$ cat src/rtl/kmeans_point_labeler.sv
// kmeans_point_labeler: captures 4 centroids, labels (x,y) points by nearest Manhattan centroid, keeps a hit histogram
// Ports: clk/rst (async, active-high); i_cent_valid/i_cent_data centroid beats {x,y};
//   i_pt_valid/i_pt_data/o_pt_ready point input; o_lbl_valid/i_lbl_ready/o_lbl_idx/o_lbl_dist/o_lbl_point label output;
//   o_frame_done pulse after DATA_SIZE-th label accepted; i_cnt_sel/o_cnt_out histogram read
module kmeans_point_labeler #(
  parameter int DATA_SIZE = 4096,
  parameter int CNT_W     = 13
) (
  input  logic             clk,
  input  logic             rst,
  input  logic             i_cent_valid,
  input  logic [15:0]      i_cent_data,
  input  logic             i_pt_valid,
  input  logic [15:0]      i_pt_data,
  output logic             o_pt_ready,
  output logic             o_lbl_valid,
  input  logic             i_lbl_ready,
  output logic [1:0]       o_lbl_idx,
  output logic [8:0]       o_lbl_dist,
  output logic [15:0]      o_lbl_point,
  output logic             o_frame_done,
  input  logic [1:0]       i_cnt_sel,
  output logic [CNT_W-1:0] o_cnt_out
);
  localparam int PW = DATA_SIZE > 1 ? $clog2(DATA_SIZE) : 1;
  typedef enum logic [1:0] {EMPTY, LOAD, RUN} state_t;
  state_t           r_state, w_next;
  logic [15:0]      r_cent [4];
  logic [1:0]       r_beat;
  logic [CNT_W-1:0] r_hist [4];
  logic [PW-1:0]    r_pcnt;
  logic [8:0]       w_d [4];
  logic [8:0]       w_min;
  logic [1:0]       w_idx;
  logic             w_acc, w_take, w_reload, w_last;
  function automatic logic [7:0] absd(input logic [7:0] a, input logic [7:0] b);
    return a > b ? a - b : b - a;
  endfunction
  for (genvar i = 0; i < 4; i++) begin : g_dist
    assign w_d[i] = 9'(absd(i_pt_data[15:8], r_cent[i][15:8])) + 9'(absd(i_pt_data[7:0], r_cent[i][7:0]));
  end
  // strict less-than scanned upward so ties resolve to the lowest index
  always_comb begin
    w_min = w_d[0];
    w_idx = 2'd0;
    for (int k = 1; k < 4; k++) begin
      w_idx = w_d[k] < w_min ? 2'(k) : w_idx;
      w_min = w_d[k] < w_min ? w_d[k] : w_min;
    end
  end
  // r_beat is 0 in EMPTY and RUN, so the first beat of any load lands in centroid 0
  always_comb begin
    w_next = r_state;
    w_next = i_cent_valid ? (r_beat == 2'd3 ? RUN : LOAD) : r_state;
  end
  always_ff @(posedge clk or posedge rst)
    if (rst) r_state <= EMPTY;
    else r_state <= w_next;
  assign o_pt_ready = (r_state == RUN) & (~o_lbl_valid | i_lbl_ready);
  assign w_acc      = i_pt_valid & o_pt_ready;
  assign w_take     = o_lbl_valid & i_lbl_ready;
  assign w_reload   = i_cent_valid & (r_state == RUN);
  assign w_last     = r_pcnt == PW'(DATA_SIZE - 1);
  assign o_cnt_out  = r_hist[i_cnt_sel];
  always_ff @(posedge clk or posedge rst) begin
    if (rst) begin
      r_cent       <= '{default: '0};
      r_beat       <= '0;
      r_hist       <= '{default: '0};
      r_pcnt       <= '0;
      o_lbl_valid  <= 1'b0;
      o_lbl_idx    <= '0;
      o_lbl_dist   <= '0;
      o_lbl_point  <= '0;
      o_frame_done <= 1'b0;
    end else begin
      if (i_cent_valid) begin
        r_cent[r_beat] <= i_cent_data;
        r_beat         <= r_beat + 2'd1;
      end
      o_lbl_valid <= w_acc | (o_lbl_valid & ~i_lbl_ready);
      if (w_acc) begin
        o_lbl_idx   <= w_idx;
        o_lbl_dist  <= w_min;
        o_lbl_point <= i_pt_data;
      end
      o_frame_done <= w_take & w_last & ~w_reload;
      // a reload clear overrides a same-cycle histogram increment or point count
      if (w_reload) begin
        r_hist <= '{default: '0};
        r_pcnt <= '0;
      end else begin
        if (w_acc && !(&r_hist[w_idx])) r_hist[w_idx] <= r_hist[w_idx] + CNT_W'(1);
        if (w_take) r_pcnt <= w_last ? '0 : r_pcnt + PW'(1);
      end
    end
  end
endmodule

$ cat config.mk
export PLATFORM = sky130hd
export DESIGN_NAME = kmeans_point_labeler
export DESIGN_NICKNAME = d
export VERILOG_FILES = /design/src/rtl/kmeans_point_labeler.sv
export SDC_FILE = /design/constraint.sdc
export NUM_CORES = 1
export LEC_CHECK = 0
export BUFFER_PORTS_ARGS = -buffer_cell sky130_fd_sc_hd__buf_2
export CORE_MARGIN = 4
export CORE_UTILIZATION = 63
export DETAILED_ROUTE_END_ITERATION = 8
export PLACE_DENSITY_LB_ADDON = 0.2
export SLEW_MARGIN = 15
export SYNTH_ARGS = -nofsm -noshare
export SYNTH_HDL_FRONTEND = slang
export SYNTH_SLANG_ARGS = --single-unit
$ cat constraint.sdc
create_clock -name clk -period 13.5 [get_ports clk]
set_input_delay 1.35 -clock clk [delete_from_list [all_inputs] [get_ports clk]]
set_output_delay 1.35 -clock clk [all_outputs]
set_load 0.02 [all_outputs]
======== Word level (Yosys, flattened, before mapping) ========
Cells that the tools add are included.
cells by class
  reductions and logical operators ........ 7
  add/sub/neg operators ................... 23
  multiplexer cells ....................... 32
  bitwise gates (word level) .............. 15
  $lt $le $gt $ge ......................... 16
  equality and inequality tests ........... 3
operator list
  operator                                             number
  subtractor 8 bit                                     16
  2-to-1 mux 52 bit                                    2
  2-to-1 mux 13 bit                                    5
  bitwise mux 64 bit                                   1
  greater-than comparator 8 bit                        8
  2-to-1 mux 8 bit                                     8
  binary-select mux 13 bit (select 2 bit)              2
  bitwise mux 52 bit                                   1
  adder 8 x 8 -> 9 bit                                 4
  2-to-1 mux 12 bit                                    3
  demux 16 bit (select 2 bit)                          1
  < comparator 9 bit                                   3
  2-to-1 mux 9 bit                                     3
  demux 13 bit (select 2 bit)                          1
  2-to-1 mux 16 bit                                    1
  adder 13 x 1 -> 13 bit (second input constant)       1
  AND reduction 13 bit                                 1
  adder 12 x 1 -> 12 bit (second input constant)       1
  == test 12 bit (second input constant)               1
  >= comparator 3 bit (second input constant)          3
  inverter 2 -> 3 bit                                  3
  bitwise AND 1 bit                                    7
  < comparator 3 x 1 -> 1 bit (second input constant)  2
  2-to-1 mux 2 bit                                     3
  other kinds (8)                                      15
storage, ports and cells
  word-level logic and storage cells ...... 112
  output and inout bits ................... 43
  register bits ........................... 161
  input bits .............................. 39

======== Longest topological paths before layout ========
Gate-level depths: netlist (run 1).
  depth in word-level cells ............... 18
  depth in mapped cells ................... 65
  gate-level depth less buffers ........... 57

======== Least setup slack after synthesis (run 1) ========
Ideal clock, no wire load.
  path type ............................... input to register
  start ................................... input port i_pt_data[0]
  end ..................................... register r_hist[36] (netlist bit)
  arrival time ............................ 13.267 ns
  cell stages on the path ................. 59
  slack ................................... 0.112 ns
  data required time ...................... 13.379 ns
  library setup time ...................... 0.121 ns
  buffers on the path ..................... 9
  cell sequence ........................... inv_1 > ha_1 > inv_1 > fa_1 > a21o_1 > a21oi_1 > o21bai_1 > a21oi_1 > o21bai_1 > a21oi_1 > a41o_1 > buf_1 > mux2i_1 > o21ai_0 > xor2_1 > ha_1 > a21o_1 > a21oi_1 > (+23 left out) > a21oi_1 > o21ai_0 > nand3_1 > nand2_1 > or2_2 > o41ai_1 > a221o_1 > ha_1 > inv_1 > a311o_1 > a211o_1 > or4_1 > buf_2 > or4_1 > buf_6 > and3_4 > buf_2 > a22o_1
between the ends
  word-level cells in the longest chain between the ends .. 17
  elaborated cells on any way between the ends .. 45
  classes of those cells .................. add/sub: 13; order compare: 9; mux: 17; bitwise: 1; reduce/logical: 5
RTL lines
  item                                                                          line    source
  start: declaration                                                            14      input logic [15:0] i_pt_data,
  subtractor 8 bit or greater-than comparator 8 bit (tied branches)             37      return a > b ? a - b : b - a;
  2-to-1 mux 8 bit                                                              37
  adder 8 x 8 -> 9 bit                                                          40      assign w_d[i] = 9'(absd(i_pt_data[15:8], r_cent[i][15:8])) + 9'(absd(i_pt_data[7:0], r_cent[i][7:0]));
  < comparator 9 bit                                                            47, 48
  2-to-1 mux 9 bit                                                              48      w_min = w_d[k] < w_min ? w_d[k] : w_min;
  < comparator 9 bit                                                            47, 48
  2-to-1 mux 9 bit                                                              48
  < comparator 9 bit                                                            47      w_idx = w_d[k] < w_min ? 2'(k) : w_idx;
  2-to-1 mux 2 bit (*)                                                          47
  inverter 2 -> 3 bit (not written as such) (*)                                 93      if (w_acc && !(&r_hist[w_idx])) r_hist[w_idx] <= r_hist[w_idx] + CNT_W'(1);
  binary-select mux 13 bit (select 2 bit) (tied with other cells)               93
  2-to-1 mux 13 bit (not written as such) or logical AND 1 bit (tied branches)  93
  2-to-1 mux 13 bit (not written as such)                                       93
  adder 13 x 1 -> 13 bit (tied with other cells)                                93
  bitwise mux 52 bit or logical NOT 1 bit (tied branches)                       93
  2-to-1 mux 52 bit or logical AND 1 bit (tied branches)                        93
  2-to-1 mux 52 bit or nonzero test 2 bit (tied branches)                       --
  end signal: assignment                                                        69      r_hist <= '{default: '0};
  end signal: assignment                                                        90      r_hist <= '{default: '0};
  end: declaration                                                              30      logic [CNT_W-1:0] r_hist [4];
Every way passes the cells marked *; elsewhere a longest branch is shown, timed or not. The select of a mux whose other input is x is not followed.
A chain may end at the register's enable or synchronous reset.

======== Worst setup path in the final report (run 1) ========
  start ................................... input port i_pt_data[0]
  end ..................................... register r_hist[17] (netlist bit)
The elaborated chain is that of the path after synthesis.

==> results of run 1 <==
## logic make-up (layout without fill, tap and decap cells)
group / Yosys count / count (layout)
AOI/OAI and AO/OA: 381 / 381
and+or+nand+nor: 329 / 329
adders and majority gates: 200 / 200
buffers and inverters: 192 / 277
DFF: 161 / 161
muxes: 144 / 144
xor gates and xnor gates: 85 / 85
## flip-flops by register name (all words and copies together) (netlist names)
name and flops:
r_state 2, o_lbl_dist 9, o_frame_done 1, r_beat 2
o_lbl_valid 1, r_pcnt 12, r_cent 64, r_hist 52
o_lbl_idx 2, o_lbl_point 16
## synthesized netlist by cell type (14+ instances only)
cell type	count	share of area
a22o_1	48	0.029
inv_1	142	0.037
dfrtp_1	161	0.28
ha_1	179	0.16
xor2_1	39	0.024
nand4_1	18	0.0079
o21bai_1	14	0.0074
nand2_1	122	0.032
nor2_1	67	0.018
fa_1	20	0.028
o21ai_0	71	0.025
xnor2_1	46	0.028
a21oi_1	87	0.030
mux2_2	81	0.064
mux2i_1	50	0.035
o21a_1	16	0.0084
a211oi_1	14	0.0074
nor2b_1	36	0.016
a21o_1	33	0.017
nand3_1	14	0.0049
clkbuf_1	27	0.0071
## timing repair
| action | CTS | global route |
|---|---|---|
| hold buffers | 0 | 0 |
| resized for setup | 0 | 11 |
| endpoints found under the setup margin | 0 | 52 |
| setup buffers | 0 | 4 |
## worst register-to-register path: cells and delay by family (launching register included)
family                   cells  cell delay (ps)
adder cells (fa/ha/maj)      7             1890
buffers and inverters        4              440
AO/OA/AOI/OAI               26             5880
multiplexers                 1              170
AND/OR/NAND/NOR             11             2820
flip-flops                   1              390
XOR/XNOR                     1              290
## per-layer routing
layer / track usage / vias to the layer above / part of all wire
li1: - / 5484 / -
met1: 0.426 / 5790 / 0.43
met2: 0.513 / 478 / 0.47
met3: 0.0571 / 85 / 0.068
met4: 0.104 / 0 / 0.032
met5: 0 / - / 0
## through the flow
stage	instances	hold WS, ps	setup slack [ps]	util	TNS, ps
3_5_place_dp	1821	458	-114	0.679	-2170
2_1_floorplan	1492	475	112	-	0
5_1_grt	1857	518	-14.5	0.711	-27.6
6_report	1857	473	667	0.711	0
3_3_place_gp	1821	453	96.1	0.679	0
4_1_cts	1853	478	309	0.705	0
## area by class of cell
| class | count | area [um2] | share of cell area |
|---|---|---|---|
| Multi-Input combinational cell | 1139 | 9520 | 0.608 |
| Clock buffer | 17 | 425 | 0.0272 |
| Sequential cell | 161 | 4030 | 0.257 |
| Inverter | 142 | 538 | 0.0344 |
| Tap cell | 280 | 350 | 0.0224 |
| Clock inverter | 15 | 163 | 0.0104 |
| Timing Repair Buffer | 103 | 628 | 0.0401 |
## final timing paths
check | startpoint | endpoint | slack, ps | cells after the start
worst max-delay path | i_pt_data[0] | r_hist[17]$_DFFE_PP0P_ | 670 | 52
worst min-delay path | o_lbl_dist[5]$_DFFE_PP0P_ | o_lbl_dist[5]$_DFFE_PP0P_ | 470 | 2
worst max register to register | r_cent[32]$_DFFE_PP0P_ | r_hist[17]$_DFFE_PP0P_ | 1490 | 50
worst min register to register | o_lbl_dist[5]$_DFFE_PP0P_ | o_lbl_dist[5]$_DFFE_PP0P_ | 470 | 2
max in group asynchronous | rst | r_pcnt[5]$_DFFE_PP0P_ | 11040 | 3
min in group asynchronous | rst | o_lbl_point[1]$_DFFE_PP0P_ | 1110 | 2
==> summary.txt, run 1 <==
Place
  – IO buf count: 81
  – Placed instance area: 0.0149 mm2
  – Dpl hpwl: 29400 um
  – Placer Congestion: 0.978

Layout
  – Most common cell after layout, fill and taps aside: ha_1
  – Filler cells: 1675
  – Layout cells sized above 1: 0.170
  – Design area: 0.0157 mm2
  – Most frequent cells in the layout: ha_1, dfrtp_1, inv_1, nand2_1, a21oi_1
  – Area Growth Syn to Fin: 9.65%
  – Fin nets: 1802
  – Number of diodes: 0

Synthesis
  – Primary FF master, synth: dfrtp_1
  – Synth cell types: 79
  – Cells after Synth: between 1000 and 1500
  – Synth Area in Compound Gates: 0.194
  – Post-Synth XOR/XNOR Area: 0.0521
  – Flops & latches, synth: 161
  – Post-synthesis sequential area ratio: 0.282
  – Post-synth EDFFs: 0
  – Post-synthesis adder-cell area fraction: 0.186
  – Syn Std Cell Area: 0.0143 mm2
  – Asr flop ratio synth: 1.00
  – Largest family of logic cells by synthesized area: compound AO/OA/AOI/OAI gates
  – Post-synthesis mux area share: 0.119
  – Post-Synth Simple-Gate Area: 0.113
  – Synthesized Nets: 1730
  – Mapped Avg Cell Area: 9.57 um2
  – Yosys warns: 0

Flow run
  – Max_cap viols: 0

GRT
  – Vias in the first global route: approximately 12000
  – Largest net degree at the start of global routing: 100
  – First-pass GRT wire length: 62200 um
  – Gr usage total: 0.315
  – Global route overflow: 0
  – Initial antenna violation count: 0

Floorplan
  – Die height: 159 um
  – Core Area: approximately 0.022 mm2
  – Die width: 159 um
  – Initial core utilization: 0.648
  – Die ar.: between 0.02 and 0.03 mm2
  – I/O Pins: 82
  – Placement Rows: 54

Route
  – Routed len/inst: 20.9 um
  – DRT iter0 DRCs: 1028
  – DRT antenna net count: 0
  – Remaining DRCs: 0
  – Vias after detailed routing: 11800
  – Pre-antenna DRT Iters: 6
  – Vias per inst: between 6 and 7
  – Wirelength, routed: ~39000 um

Setup path
  – Crit path max-delay family: compound AO/OA/AOI/OAI gates
  – Crit path capture type: flop
  – Worst path buffer plus inverter count: 6
  – Worst Path Arrival: approximately 13000 ps
  – Slowest cell on the critical path: or4_1
  – Max incr delay on CP: 680 ps
  – CP most frequent cell: ha_1
  – Critical path launch point type: input port
  – Critical-path maximum fanout: 20
  – Req. time, crit path: 13830 ps
  – Crit Path Class: in -> reg

Status
  – Status: completed

Clock network
  – Worst-path clk slew: 80 ps
  – H-tree depth: 4
  – Total CTS buffers: 17
  – CTS tree: built
  – Clock Tree Buf Depth: 2
  – CTS root buf: clkbuf_16
  – Worst-skew pair later-pin latency: 450 ps
  – Clk sinks: 161

Timing
  – Clock skew: roughly 18 ps
  – Final Critical Period: roughly 13000 ps
  – FMAX: 77.9 MHz
  – Tcrit/Tclk final: 0.951
  – Final setup viols: 0
  – Fin. Hold Viols: 0
  – Measured slew at the worst slew-check pin: 1030 ps
  – Max-slew violation total from the final report: 0
  – Rel. slew slack: 0.312

Min path
  – HP Class: reg -> reg
Power of run 1 is not shown: default switching activity piles up to over one toggle a cycle in this logic, so the estimate is an artifact.
==> run 2, diff against run 1 <==
Clock period 13.5 ns to 14.3 ns, I/O delays scaled along.
==> summary.txt, run 2 (synthesis results as in run 1) <==
Status
  – Status: completed

GRT
  – Global route overflow: 0
  – GR peak layer: met2
  – Largest net degree at the start of global routing: 101
  – First-pass GRT wire length: between 60000 and 70000 um
  – Routing usage on met1: 0.426
  – Met2 Use GR: 0.526
  – Initial antenna violation count: 0
  – Gr usage total: 0.315
  – Vias in the first global route: around 12000
  – Met3 usage in global routing: 0.0451

Route
  – Routed len/inst: 21.0 um
  – DRT iter0 DRCs: around 1100
  – Wirelength, routed: around 39000 um
  – Vias after detailed routing: between 10000 and 15000
  – Vias per inst: 6.36
  – Pre-antenna DRT Iters: 8
  – DRT antenna net count: 0
  – Remaining DRCs: 0

Layout
  – Largest Register: r_cent
  – Area Growth Syn to Fin: 8.87%
  – Number of diodes: 0
  – Max reg flops: 64
  – Most frequent cells in the layout: ha_1, dfrtp_1, inv_1, nand2_1, a21oi_1
  – Most common cell after layout, fill and taps aside: ha_1
  – Final core utilization: 0.706
  – Layout cells sized above 1: 0.161
  – Filler cells: 1713
  – Fin nets: ~1800
  – Largest regs: r_cent (64), r_hist (52), o_lbl_point (16)
  – Fin cells: 1849

Setup path
  – Slowest cell on the critical path: or4_1
  – FF-to-FF Start: r_cent[48]$_DFFE_PP0P_
  – Worst R2R Setup Slack: 1690 ps
  – Max incr delay on CP: 650 ps
  – Crit path capture type: flop
  – Worst Path Arrival: 13910 ps
  – CP most frequent cell: ha_1
  – R2r endpoint: r_hist[27]$_DFFE_PP0P_
  – Critical path launch point type: input port
  – R2R cell count: 52
  – Req. time, crit path: 14670 ps
  – Crit Path Class: in -> reg
  – Critical-path maximum fanout: 13

Min path
  – Worst Hold End: o_lbl_dist[7]$_DFFE_PP0P_
  – HP Class: reg -> reg
  – Hold_sp: o_lbl_dist[7]$_DFFE_PP0P_
  – Worst Hold Path Cells: 1

Floorplan
  – I/O Pins: between 80 and 90
  – Placement Rows: 54
  – Die height: around 160 um
  – Initial core utilization: 0.648
  – Core Area: 0.0220 mm2
  – Die ar.: about 0.025 mm2
  – Die width: approximately 160 um

Flow run
  – Max_cap viols: 0

Clock network
  – CTS root buf: clkbuf_16
  – Clk sinks: roughly 160
  – Worst-path clk slew: 70 ps
  – # hold bufs at CTS: 0
  – H-tree depth: 4
  – Clock Tree Buf Depth: 2
  – Post-CTS setup buffers: 0
  – CTS tree: built
  – Worst-skew pair later-pin latency: 440 ps
  – Total CTS buffers: 17

Timing
  – Final setup viols: 0
  – FMAX: 73.9 MHz
  – Final setup TNS: 0 ps
  – Fin. Hold Viols: 0
  – Measured slew at the worst slew-check pin: a little over 1000 ps
  – Rel. slew slack: 0.308
  – RSZ-0062 raised after global routing: no
  – Max-slew violation total from the final report: 0
  – Final Critical Period: 13540 ps
  – Tcrit/Tclk final: 0.947
  – Clock skew: 14.2 ps

Place
  – Inst Count DP: 1817
  – Dpl hpwl: 29500 um
  – IO buf count: 81
  – Placer Congestion: 0.946
-- run 2: cell types whose count changed in the layout (fill, tap and decap cells not counted), sizes merged --
| cell | before | now |
|---|---|---|
| clkinvlp | 1 | 2 |
| bufinv | 0 | 3 |
| clkinv | 6 | 2 |
| buf | 103 | 95 |
-- run 2: per-layer routing --
metal / part of all wire / vias to the layer above
met5: 0 / -
met4: 0.030 / 0
met3: 0.063 / 90
met2: 0.47 / 470
met1: 0.44 / 5744
li1: - / 5458
-- run 2: cell type report --
class / count / area [um2] / share of cell area
Multi-Input combinational cell: 1139 / 9500 / 0.611
Inverter: 142 / 538 / 0.0346
Clock inverter: 15 / 196 / 0.0126
Tap cell: 280 / 350 / 0.0225
Timing Repair Buffer: 95 / 510 / 0.0328
Sequential cell: 161 / 4030 / 0.259
Clock buffer: 17 / 425 / 0.0274
-- run 2: worst max-delay path by stage --
stage / start / to / slack, ps
2_1_floorplan: i_pt_data[0] / r_hist[36]$_DFFE_PP0P_ / 830
3_3_place_gp: i_pt_data[5] / r_hist[29]$_DFFE_PP0P_ / 790
3_5_place_dp: i_pt_data[0] / r_hist[32]$_DFFE_PP0P_ / 520
4_1_cts: i_pt_data[5] / r_hist[27]$_DFFE_PP0P_ / 930
5_1_grt: i_pt_data[0] / r_hist[29]$_DFFE_PP0P_ / 8
6_report: i_pt_data[5] / r_hist[27]$_DFFE_PP0P_ / 760
-- run 2: metrics by stage --
stage	setup WS, ps	hold slack (ps)	area [um2]
2_1_floorplan	832	475	14300
3_3_place_gp	791	458	14900
3_5_place_dp	517	462	14900
4_1_cts	925	478	15500
5_1_grt	8.40	486	15500
6_report	760	471	15500
-- run 2: what timing repair did --
item	4_1_cts	5_1_grt
setup endpoints to repair	0	52
gates resized for setup	0	1
endpoints found under the hold margin	0	0
-- run 2: worst max-delay path, delay by kind of cell --
kind                     cells  cell delay [ps]
XOR/XNOR                     1              230
multiplexers                 2              310
AO/OA/AOI/OAI               25             6800
buffers and inverters        4              540
AND/OR/NAND/NOR             13             3110
adder cells (fa/ha/maj)      5             1480
Power of run 2 is left out for the same reason.
